### src/rtl/alu_seq_pkg.sv
// Shared definitions for the 8-bit ALU and the multi-byte sequencer.
// Op codes and sequencer state encodings live here only.
package alu_seq_pkg;

  localparam int AC_N = 3;

  localparam logic [AC_N-1:0] AC_AD = 3'd0;
  localparam logic [AC_N-1:0] AC_SB = 3'd1;
  localparam logic [AC_N-1:0] AC_AN = 3'd2;
  localparam logic [AC_N-1:0] AC_OR = 3'd3;

  typedef enum logic [1:0] {
    IDLE = 2'd0,
    RUN  = 2'd1,
    DONE = 2'd2
  } seq_state_e;

  // Only add/subtract propagate carry/borrow between bytes.
  function automatic logic chains(
    input logic [AC_N-1:0] cs
  );
    return (cs == AC_AD) || (cs == AC_SB);
  endfunction

endpackage

### src/rtl/alu_seq_alu.sv
// 8-bit combinational ALU; SB reports borrow on carry_out.
// Unlisted op codes produce A xor B with no carry.
module alu
  import alu_seq_pkg::*;
(
  input  logic [AC_N-1:0] CS,
  input  logic [7:0]      data_a,
  input  logic [7:0]      data_b,
  input  logic            carry_in,
  output logic [7:0]      S,
  output logic            zero,
  output logic            carry_out
);

  logic [8:0] res9;

  always_comb begin
    res9 = '0;
    unique case (1'b1)
      (CS == AC_AD): res9 = {1'b0, data_a} + {1'b0, data_b}
                          + {8'd0, carry_in};
      (CS == AC_SB): res9 = {1'b0, data_a} - {1'b0, data_b}
                          - {8'd0, carry_in};
      (CS == AC_AN): res9 = {1'b0, data_a & data_b};
      (CS == AC_OR): res9 = {1'b0, data_a | data_b};
      default:       res9 = {1'b0, data_a ^ data_b};
    endcase
  end

  assign S         = res9[7:0];
  assign carry_out = res9[8];
  assign zero      = (res9[7:0] == 8'd0);

endmodule

### src/rtl/alu_seq.sv
// Multi-byte sequencer: feeds one byte per cycle through the 8-bit
// ALU, LSB first, chaining carry/borrow and accumulating zero.
module alu_seq
  import alu_seq_pkg::*;
#(
  parameter int NBYTES = 4
) (
  input  logic                  clk,
  input  logic                  rst,
  input  logic                  start,
  input  logic [AC_N-1:0]       op,
  input  logic                  carry_in,
  input  logic [8*NBYTES-1:0]   opa,
  input  logic [8*NBYTES-1:0]   opb,
  output logic                  busy,
  output logic                  done,
  output logic [8*NBYTES-1:0]   result,
  output logic                  zero,
  output logic                  carry_out
);

  localparam int W  = 8 * NBYTES;
  localparam int IW = (NBYTES > 1) ? $clog2(NBYTES) : 1;

  seq_state_e      state_q;
  logic [IW-1:0]   idx_q;
  logic [AC_N-1:0] op_q;
  logic [W-1:0]    opa_q;
  logic [W-1:0]    opb_q;
  logic [W-1:0]    res_q;
  logic            cc_q;
  logic            zacc_q;
  logic            busy_q;
  logic            done_q;
  logic            zero_q;
  logic            co_q;

  logic [7:0]      a_byte;
  logic [7:0]      b_byte;
  logic [7:0]      s_byte;
  logic            alu_z;
  logic            alu_co;
  logic            last;

  assign a_byte = opa_q[{idx_q, 3'b000} +: 8];
  assign b_byte = opb_q[{idx_q, 3'b000} +: 8];
  assign last   = (idx_q == IW'(NBYTES - 1));

  alu u_alu (
    .CS        (op_q),
    .data_a    (a_byte),
    .data_b    (b_byte),
    .carry_in  (cc_q),
    .S         (s_byte),
    .zero      (alu_z),
    .carry_out (alu_co)
  );

  always_ff @(posedge clk) begin
    if (rst) begin
      state_q <= IDLE;
      idx_q   <= '0;
      op_q    <= '0;
      opa_q   <= '0;
      opb_q   <= '0;
      res_q   <= '0;
      cc_q    <= 1'b0;
      zacc_q  <= 1'b0;
      busy_q  <= 1'b0;
      done_q  <= 1'b0;
      zero_q  <= 1'b0;
      co_q    <= 1'b0;
    end else begin
      unique case (state_q)
        IDLE: begin
          if (start) begin
            op_q    <= op;
            opa_q   <= opa;
            opb_q   <= opb;
            cc_q    <= chains(op) & carry_in;
            idx_q   <= '0;
            zacc_q  <= 1'b1;
            busy_q  <= 1'b1;
            state_q <= RUN;
          end
        end
        RUN: begin
          res_q[{idx_q, 3'b000} +: 8] <= s_byte;
          zacc_q <= zacc_q & alu_z;
          cc_q   <= chains(op_q) & alu_co;
          if (last) begin
            state_q <= DONE;
            done_q  <= 1'b1;
            zero_q  <= zacc_q & alu_z;
            co_q    <= chains(op_q) & alu_co;
          end else begin
            idx_q <= idx_q + IW'(1);
          end
        end
        DONE: begin
          done_q  <= 1'b0;
          busy_q  <= 1'b0;
          state_q <= IDLE;
        end
        default: state_q <= IDLE;
      endcase
    end
  end

  assign busy      = busy_q;
  assign done      = done_q;
  assign result    = res_q;
  assign zero      = zero_q;
  assign carry_out = co_q;

endmodule

### config.mk
export PLATFORM = sky130hd
export DESIGN_NAME = alu_seq
export DESIGN_NICKNAME = d
export VERILOG_FILES = /design/src/rtl/alu_seq_pkg.sv /design/src/rtl/alu_seq_alu.sv /design/src/rtl/alu_seq.sv
export SDC_FILE = /design/constraint.sdc
export NUM_CORES = 1
export LEC_CHECK = 0
export BUFFER_PORTS_ARGS = -buffer_cell sky130_fd_sc_hd__buf_2
export CAP_MARGIN = 20
export CORE_MARGIN = 4
export CORE_UTILIZATION = 55
export DETAILED_ROUTE_END_ITERATION = 8
export PLACE_DENSITY = 0.82
export SLEW_MARGIN = 10
export SYNTH_ARGS = -nofsm -noshare
export SYNTH_HDL_FRONTEND = slang
export SYNTH_SLANG_ARGS = --single-unit
### constraint.sdc
create_clock -name clk -period 5.72 [get_ports clk]
set_input_delay 0.858 -clock clk [delete_from_list [all_inputs] [get_ports clk]]
set_output_delay 0.858 -clock clk [all_outputs]
set_load 0.02 [all_outputs]
# ---- Word level (Yosys, flattened, before mapping)
# Index checks and enable logic that the tools add are counted.
# Widths: inputs -> output; s select.
dict set report totals {
  reg_bits 109
  out_inout_bits 36
  word_cells 69
  in_bits 71
}
dict set report op_classes {
  n_eq_ne 10
  reduce_logical 16
  shifts 4
  addsub 6
  muxes 15
  n_bitwise 6
}
# op count
set op_table {}
lappend op_table {{$shiftx 32x6->8} 2}
lappend op_table {{$pmux 9 s4} 1}
lappend op_table {{$bwmux 32} 1}
lappend op_table {{$shift 8x7->32 const A} 1}
lappend op_table {{$shiftx 8x7->32} 1}
lappend op_table {{$reduce_and 2->1} 6}
lappend op_table {{$add 8x8->9} 1}
lappend op_table {{$add 9x1->9} 1}
lappend op_table {{$sub 8x8->9} 1}
lappend op_table {{$sub 9x1->9} 1}
lappend op_table {{$and 8x8->8} 1}
lappend op_table {{$logic_not 8->1} 1}
lappend op_table {{$mux 2} 4}
lappend op_table {{$or 8x8->8} 1}
lappend op_table {{$pmux 1 s2} 4}
lappend op_table {{$pmux 2 s2} 2}
lappend op_table {{$xor 8x8->8} 1}
lappend op_table {{$neg 5->7} 1}
lappend op_table {{$eq 3x1->1 const B} 2}
lappend op_table {{$eq 3x2->1 const B} 2}
lappend op_table {{$logic_not 3->1} 2}
lappend op_table {{$ne 2x2->1 const B} 3}
lappend op_table {{$reduce_bool 2->1} 3}
lappend op_table {{$eq 2x2->1 const B} 2}
lappend op_table {{other kinds (7)} 12}

# ---- Depth between registers and ports, before layout
# Gate-level depths: netlist of run 1.
dict set report depth {
  ltp_word 7
  ltp_mapped 14
}

# ---- Modules after synthesis
# A second synthesis of run 1 with hierarchy kept.
dict set report unflattened {
  cells_unflattened 687
  hier_area_um2 5790.6
}
# module area_each_um2 cells_per_inst seq_area_each_um2 n_inst
set by_module_without_submodules {}
lappend by_module_without_submodules {alu_seq 4388.0 493 2182.1 1}
lappend by_module_without_submodules {alu 1402.6 194 0.0 1}

# ---- Worst setup path before layout of run 1
# No wires, ideal clock.
dict set report synth_timing {
  kind {reg-to-reg}
  startpoint {register idx_q[0]}
  endpoint {register zacc_q}
  arrival_ps 4388
  path_slack_ps 1261
  t_required_ps 5650
  stages_incl_launch_ff 11
  synth_period_minus_slack_ps 4459
  setup_ps 70
  cell_sequence {dfxtp_1 buf_1 mux4_2 fa_1 fa_1 mux4_2 mux2_2 or3b_1 or4_1 or4_1 a21oi_1}
}
dict set report synth_between {
  elab_chain_len 7
  word_cells_on_any_way 13
  classes_between {add/sub (4); shift (2); mux (2); bitwise (4); reduce/logical (1)}
}
# element line
set synth_lines {}
lappend synth_lines {{start, declared} alu_seq.sv:26} ;# logic [IW-1:0] idx_q;
lappend synth_lines {{start signal, assigned} alu_seq.sv:97} ;# idx_q <= idx_q + IW'(1);
lappend synth_lines {{$shiftx 32x6->8, on equally long branches} {alu_seq.sv:45, alu_seq.sv:46}}
lappend synth_lines {{$sub 8x8->9 / $add 8x8->9 (equally long branches)} {alu_seq_alu.sv:22, alu_seq_alu.sv:20}}
lappend synth_lines {{$sub 9x1->9 / $add 9x1->9 (equally long branches)} {alu_seq_alu.sv:23, alu_seq_alu.sv:21}}
lappend synth_lines {{$pmux 9 s4 *} alu_seq_alu.sv:19} ;# unique case (1'b1)
lappend synth_lines {{$logic_not 8->1 *} alu_seq_alu.sv:32} ;# assign zero = (res9[7:0] == 8'd0);
lappend synth_lines {{$and 1x1->1 *} alu_seq.sv:89} ;# zacc_q <= zacc_q & alu_z;
lappend synth_lines {{$pmux 1 s2 *} alu_seq.sv:74} ;# unique case (state_q)
lappend synth_lines {{end signal, assigned} alu_seq.sv:89}
lappend synth_lines {{end, declared} alu_seq.sv:32} ;# logic zacc_q;
# Every way passes the cells marked *; elsewhere a longest branch is shown, timed or not.
# A chain may end at the register's enable or synchronous reset.

# ---- Worst setup path after layout of run 1
# Same ends and word-level chain as after synthesis.

==> flow_metrics.env, run 1 <==
export IMPL_ant_nets=0
export IMPL_post_cts_resized=0
export IMPL_worst_pin_slew_ns=1.08
export IMPL_power_frac_seq_pct=50.2
export IMPL_syn_inst=640
export IMPL_drt_initial_drc_count=360
export IMPL_fin_cells=864
export IMPL_fin_skew_ns=0.0202
export IMPL_cts_root_buf="clkbuf_8"
export IMPL_port_buffers=106
export IMPL_overflow=0
export IMPL_slew_violations=0
export IMPL_ys_top_cells_by_area="dfxtp_1, nand2_1, a21oi_1"
export IMPL_min_period_over_period_pct=76.8
export IMPL_dr_pass1_iters=4
export IMPL_setup_viol=0
export IMPL_ys_ff_latch=109
export IMPL_die_h_um=107
export IMPL_grt_max_degree=111
export IMPL_io_pins=107
export IMPL_grt_pass1_vias=4558
export IMPL_crit_arrival_ns=4.69
export IMPL_pwr_share_clk_pct=26.9
export IMPL_power_switching_w=0.000519
export IMPL_cts_buffer_depth=2
export IMPL_p_per_area_nw_per_um2=263
export IMPL_finalCriticalPeriod_ns=4.39
export IMPL_grt_first_pass_wirelength_um=22800
export IMPL_fmax_mhz=228
export IMPL_worst_hold_path_type="register to register"
export IMPL_clock_latency_ns=0.38
export IMPL_post_cts_setup_buffers=0
export IMPL_irDropWorstVdd_uv=179
export IMPL_startpoint_type="register"
export IMPL_drive_gt1_share_pct=21.3
export IMPL_hpwl_um=10300
export IMPL_max_cap_violations=0
export IMPL_final_cell_mix="nand2_1, dfxtp_1, buf_2"
export IMPL_globalplace_congestion=0.922
export IMPL_tns_ns=0
export IMPL_synth_async_sr_flop_share_pct=0
export IMPL_yosysSeqAreaShare_pct=40.2
export IMPL_finalHoldViolations=0
export IMPL_yosys_warnings=0
export IMPL_synth_top_cell_by_area="dfxtp_1"
export IMPL_avgSynthCellArea_um2=8.49
export IMPL_combinationalPowerShare_pct=23.0
export IMPL_initial_core_util_pct=56.1
export IMPL_drc=0
export IMPL_yosys_area_top_type_share_pct=40.2
export IMPL_required_ns=6.02
export IMPL_p_int_w=0.00112
export IMPL_yosys_area_share_simple_pct=18.0
export IMPL_syn_nets=748
export IMPL_synth_top_family_by_area="compound AO/OA/AOI/OAI gates"
export IMPL_leakage_nw=2.59
export IMPL_place_area_um2=6050
export IMPL_synthXorXnorAreaFrac_pct=0.944
export IMPL_rsz0062_at_grt="no"
export IMPL_dr_total_vias=4916
export IMPL_final_area_um2=6230
export IMPL_ys_flop_type="dfxtp_1"
export IMPL_hold_buffers=0
export IMPL_clk_pin_slew_ns=0.12
export IMPL_routed_wirelength_um=14000
export IMPL_muxShareOfSynthArea_pct=8.24
export IMPL_rows=36
export IMPL_synthAdderAreaFrac_pct=9.07
export IMPL_p_sw_share_pct=31.7
export IMPL_cp_end_kind="register"
export IMPL_ys_types=51
export IMPL_clock_sinks=109
export IMPL_dp_cells=848
export IMPL_antenna_found_initial=0
export IMPL_area_delta_synth_final_pct=14.7
export IMPL_final_common_cell="nand2_1"
export IMPL_fin_ws_ns=1.33
export IMPL_outcome="completed"
export IMPL_cp_max_fo=24
export IMPL_fillCellCount=781
export IMPL_h_tree_depth=3
export IMPL_cts_tree="yes"
export IMPL_antenna_cells=0
export IMPL_coreArea_um2=9680
export IMPL_vias_per_cell=5.69
export IMPL_die_area_um2=11500
export IMPL_slew_headroom_pct=27.8
export IMPL_critPathKind="register to register"
export IMPL_pre_cts_ws_ns=1.36
export IMPL_final_core_util_pct=64.3
export IMPL_numCtsBuffers=9
export IMPL_synth_compound_area_share_pct=18.7
export IMPL_synth_edf_count=0
export IMPL_wl_per_cell_um=16.2
export IMPL_grt_use_total_pct=24.7
export IMPL_fin_nets=834
export IMPL_synthesis_area_um2=5430
export IMPL_die_w_um=107
-- power groups by stage --
stage,registers [W],clock network (W),logic [W]
finish,0.000821,0.000440,0.000376
CTS,0.000821,0.000441,0.000374
global route,0.000826,0.000472,0.000417
global placement,0.000837,0,0.000360
floorplan,0.000830,0,0.000271
detailed placement,0.000838,0,0.000371
-- state kept, by name, indices dropped and copies added (netlist names) --
register	cells
opa_q	32
opb_q	32
result	32
op_q	3
idx_q	2
state_q	2
busy	1
carry_out	1
cc_q	1
done	1
zacc_q	1
zero	1
-- path summary, 6_finish.rpt --
path	from	to	slack [ns]	cells past startpoint
max	idx_q[0]	zacc_q	1.33	11
min	opa_q[29]	opa_q[29]	0.46	2
max reg2reg	idx_q[0]	zacc_q	1.33	11
min reg2reg	opa_q[29]	opa_q[29]	0.46	2
-- critical path, cell delays in order, from the launching register on --
cell and delay, ns:
dfxtp_1 0.37, buf_4 0.39, mux4_2 0.61, inv_1 0.13, fa_1 0.25, fa_1 0.43, mux4_2 0.46, mux2_2 0.33
or3b_1 0.37, or4_1 0.40, or4_1 0.42, a21oi_1 0.18
-- cell usage after synthesis, types with 3 or more instances --
| library cell | count |
|---|---|
| o21ai_0 | 7 |
| nand2b_1 | 4 |
| or4_1 | 3 |
| fa_1 | 4 |
| nor3_1 | 8 |
| nand3b_1 | 3 |
| a21oi_1 | 88 |
| nand2_1 | 148 |
| inv_1 | 31 |
| buf_1 | 7 |
| a21o_1 | 3 |
| mux4_2 | 18 |
| o211ai_1 | 5 |
| nor2_1 | 49 |
| a221o_1 | 4 |
| a21boi_0 | 4 |
| dfxtp_1 | 109 |
| ha_1 | 33 |
| nand3_1 | 3 |
| clkbuf_1 | 30 |
| nor3b_1 | 3 |
| a22oi_1 | 33 |
-- layout make-up --
| cell class | count | area (um2) | share of cell area (%) |
|---|---|---|---|
| inverter | 33 | 124 | 1.99 |
| sequential | 109 | 2180 | 35.0 |
| tap | 133 | 166 | 2.67 |
| multi-input combinational | 460 | 2990 | 48.0 |
| timing repair buffer | 113 | 586 | 9.40 |
| clock inverter | 6 | 46.3 | 0.743 |
| clock buffer | 10 | 138 | 2.21 |
-- metal layers --
layer	GRT usage [%]	wire (um)	up-vias
met5	0	0	-
met4	6.58	224	0
met3	4.14	956	18
met2	38.2	6590	174
met1	35.8	6250	2343
li1	-	-	2381
-- cells by family (layout without fill, tap and decap cells) --
kind of cell / Yosys count / count (layout)
buffers and inverters: 71 / 162
adder cells (fa/ha/maj): 37 / 37
AO/OA/AOI/OAI: 162 / 162
XOR/XNOR: 5 / 5
multiplexers: 22 / 22
AND/OR/NAND/NOR: 234 / 234
flip-flops: 109 / 109
-- stage by stage --
stage | power (W) | hold slack [ns]
after floorplan | 0.00110 | 0.433
after global placement | 0.00120 | 0.443
after detailed placement | 0.00121 | 0.448
after CTS | 0.00164 | 0.461
after global routing | 0.00172 | 0.477
final | 0.00164 | 0.461
(Power assumes the default switching activity.)
==> inputs of run 2 (changes only) <==
==> constraint.sdc (replaced) <==
create_clock -name clk -period 4.05 [get_ports clk]
set_input_delay 0.6075 -clock clk [delete_from_list [all_inputs] [get_ports clk]]
set_output_delay 0.6075 -clock clk [all_outputs]
set_load 0.02 [all_outputs]
==> run 2 against run 1 <==
Compared with the run above: worst hold slack lost 0.0022 ns; sequential cell count is the same; clock-buffer cell count grew 2; wire length shrank 0.51%; combinational power grew 53%; global-route usage shrank 0.12 points; via count grew 0.98%; worst setup slack lost 1.2 ns; critical path type unchanged; largest cell class unchanged.
==> flow_metrics.env, run 2 (same netlist as run 1, synthesis figures left out) <==
export IMPL_globalplace_congestion=0.913
export IMPL_final_common_cell="nand2_1"
export IMPL_clock_sinks=109
export IMPL_die_w_um=107
export IMPL_pre_cts_ws_ns=0.0802
export IMPL_crit_top_cell="mux4_2"
export IMPL_p_per_area_nw_per_um2=389
export IMPL_outcome="completed"
export IMPL_tns_ns=0
export IMPL_clk_pin_slew_ns=0.10
export IMPL_ant_nets=0
export IMPL_finalPower_w=0.00250
export IMPL_crit_arrival_ns=4.19
export IMPL_drt_initial_drc_count=407
export IMPL_slowest_stage="mux4_2"
export IMPL_port_buffers=106
export IMPL_vias_per_cell=5.65
export IMPL_slowest_delay_ns=0.55
export IMPL_numCtsBuffers=9
export IMPL_grt_use_total_pct=24.5
export IMPL_cp_end_kind="register"
export IMPL_dr_pass1_iters=5
export IMPL_die_area_um2=11500
export IMPL_fin_skew_ns=0.00798
export IMPL_area_delta_synth_final_pct=18.1
export IMPL_cts_root_buf="clkbuf_8"
export IMPL_setup_viol=0
export IMPL_fin_nets=849
export IMPL_drive_gt1_share_pct=23.5
export IMPL_antenna_cells=0
export IMPL_startpoint_type="register"
export IMPL_rsz0062_at_grt="yes"
export IMPL_fmax_mhz=256
export IMPL_drc=0
export IMPL_worst_hold_path_type="register to register"
export IMPL_required_ns=4.32
export IMPL_crit_family="multiplexers"
export IMPL_hold_buffers=0
export IMPL_cts_buffer_depth=2
export IMPL_h_tree_depth=3
export IMPL_initial_core_util_pct=56.1
export IMPL_die_h_um=107
export IMPL_max_cap_violations=0
export IMPL_worst_pin_slew_ns=1.08
export IMPL_fin_ws_ns=0.139
export IMPL_min_period_over_period_pct=96.6
export IMPL_path_cells="mux4_2 > fa_2 > fa_1 > mux4_2 > mux2_4 > or3b_1 > or4_1 > or3_1 > o41ai_2"
export IMPL_overflow=0
export IMPL_clock_latency_ns=0.37
export IMPL_rows=36
export IMPL_finalCriticalPeriod_ns=3.91
export IMPL_grt_first_pass_wirelength_um=22800
export IMPL_dr_total_vias=4964
export IMPL_routed_wirelength_um=14000
export IMPL_slew_headroom_pct=27.7
export IMPL_wl_per_cell_um=15.9
export IMPL_cp_max_fo=5
export IMPL_hpwl_um=10200
export IMPL_leakage_nw=2.70
export IMPL_critPathKind="register to register"
export IMPL_final_cell_mix="nand2_1, dfxtp_1, buf_2"
export IMPL_io_pins=107
export IMPL_grt_max_degree=111
export IMPL_coreArea_um2=9680
export IMPL_irDropWorstVdd_uv=265
export IMPL_cts_tree="yes"
export IMPL_finalHoldViolations=0
export IMPL_slew_violations=0
export IMPL_grt_pass1_vias=4685
export IMPL_crit_buf_inv=0
export IMPL_antenna_found_initial=0
-- run 2: changes by cell type in the layout (fill, tap and decap cells not counted), moves of 2 or more --
cell	before	now
buf_4	8	21
clkbuf_8	10	12
bufinv_16	0	2
clkinv_2	2	0
-- run 2: power breakdown --
part	switching, W	total (W)	internal (W)
sequential	0.0000344	0.00116	0.00112
clock	0.000364	0.000767	0.000402
combinational	0.000334	0.000577	0.000243
-- run 2: what timing repair did --
item                                    CTS  global route
resized for setup                         0             5
setup buffers                             0             3
endpoints found under the setup margin    0             2
-- run 2: routing by layer --
metal | share of wire, % | GRT usage (%) | up-vias
li1 | - | - | 2416
met1 | 45 | 34.7 | 2369
met2 | 48 | 39.7 | 155
met3 | 6.2 | 3.42 | 24
met4 | 1.5 | 6.31 | 0
met5 | 0 | 0 | -
-- run 2: worst paths after layout --
path             start   endpoint  slack, ns  depth (start not counted)
min          opb_q[12]  opb_q[12]       0.46                          2
min reg2reg  opb_q[12]  opb_q[12]       0.46                          2
max reg2reg   idx_q[0]       zero       0.14                          9
max           idx_q[0]       zero       0.14                          9
-- run 2: cell type report --
type	count	area, um2
clock buffers	12	165
clock inverters	4	77.6
fillers	806	3260
inverters	33	124
multi-input cells	460	3000
flip-flops and latches	109	2190
well taps	133	166
repair buffers	128	699
-- run 2: tightest hold or removal path, stage by stage, from the launching register on --
cell and delay, ns:
dfxtp_1 0.32, nand2_1 0.05, a21oi_1 0.05
-- run 2: through the flow --
stage | util [%] | hold WS (ns) | instance area (um2) | instances
finish | 66.3 | 0.459 | 6420 | 879
global placement | 63.3 | 0.441 | 6130 | 859
floorplan | - | 0.433 | 5450 | 640
detailed placement | 63.4 | 0.447 | 6140 | 860
CTS | 66.0 | 0.448 | 6390 | 876
global route | 66.3 | 0.466 | 6420 | 879
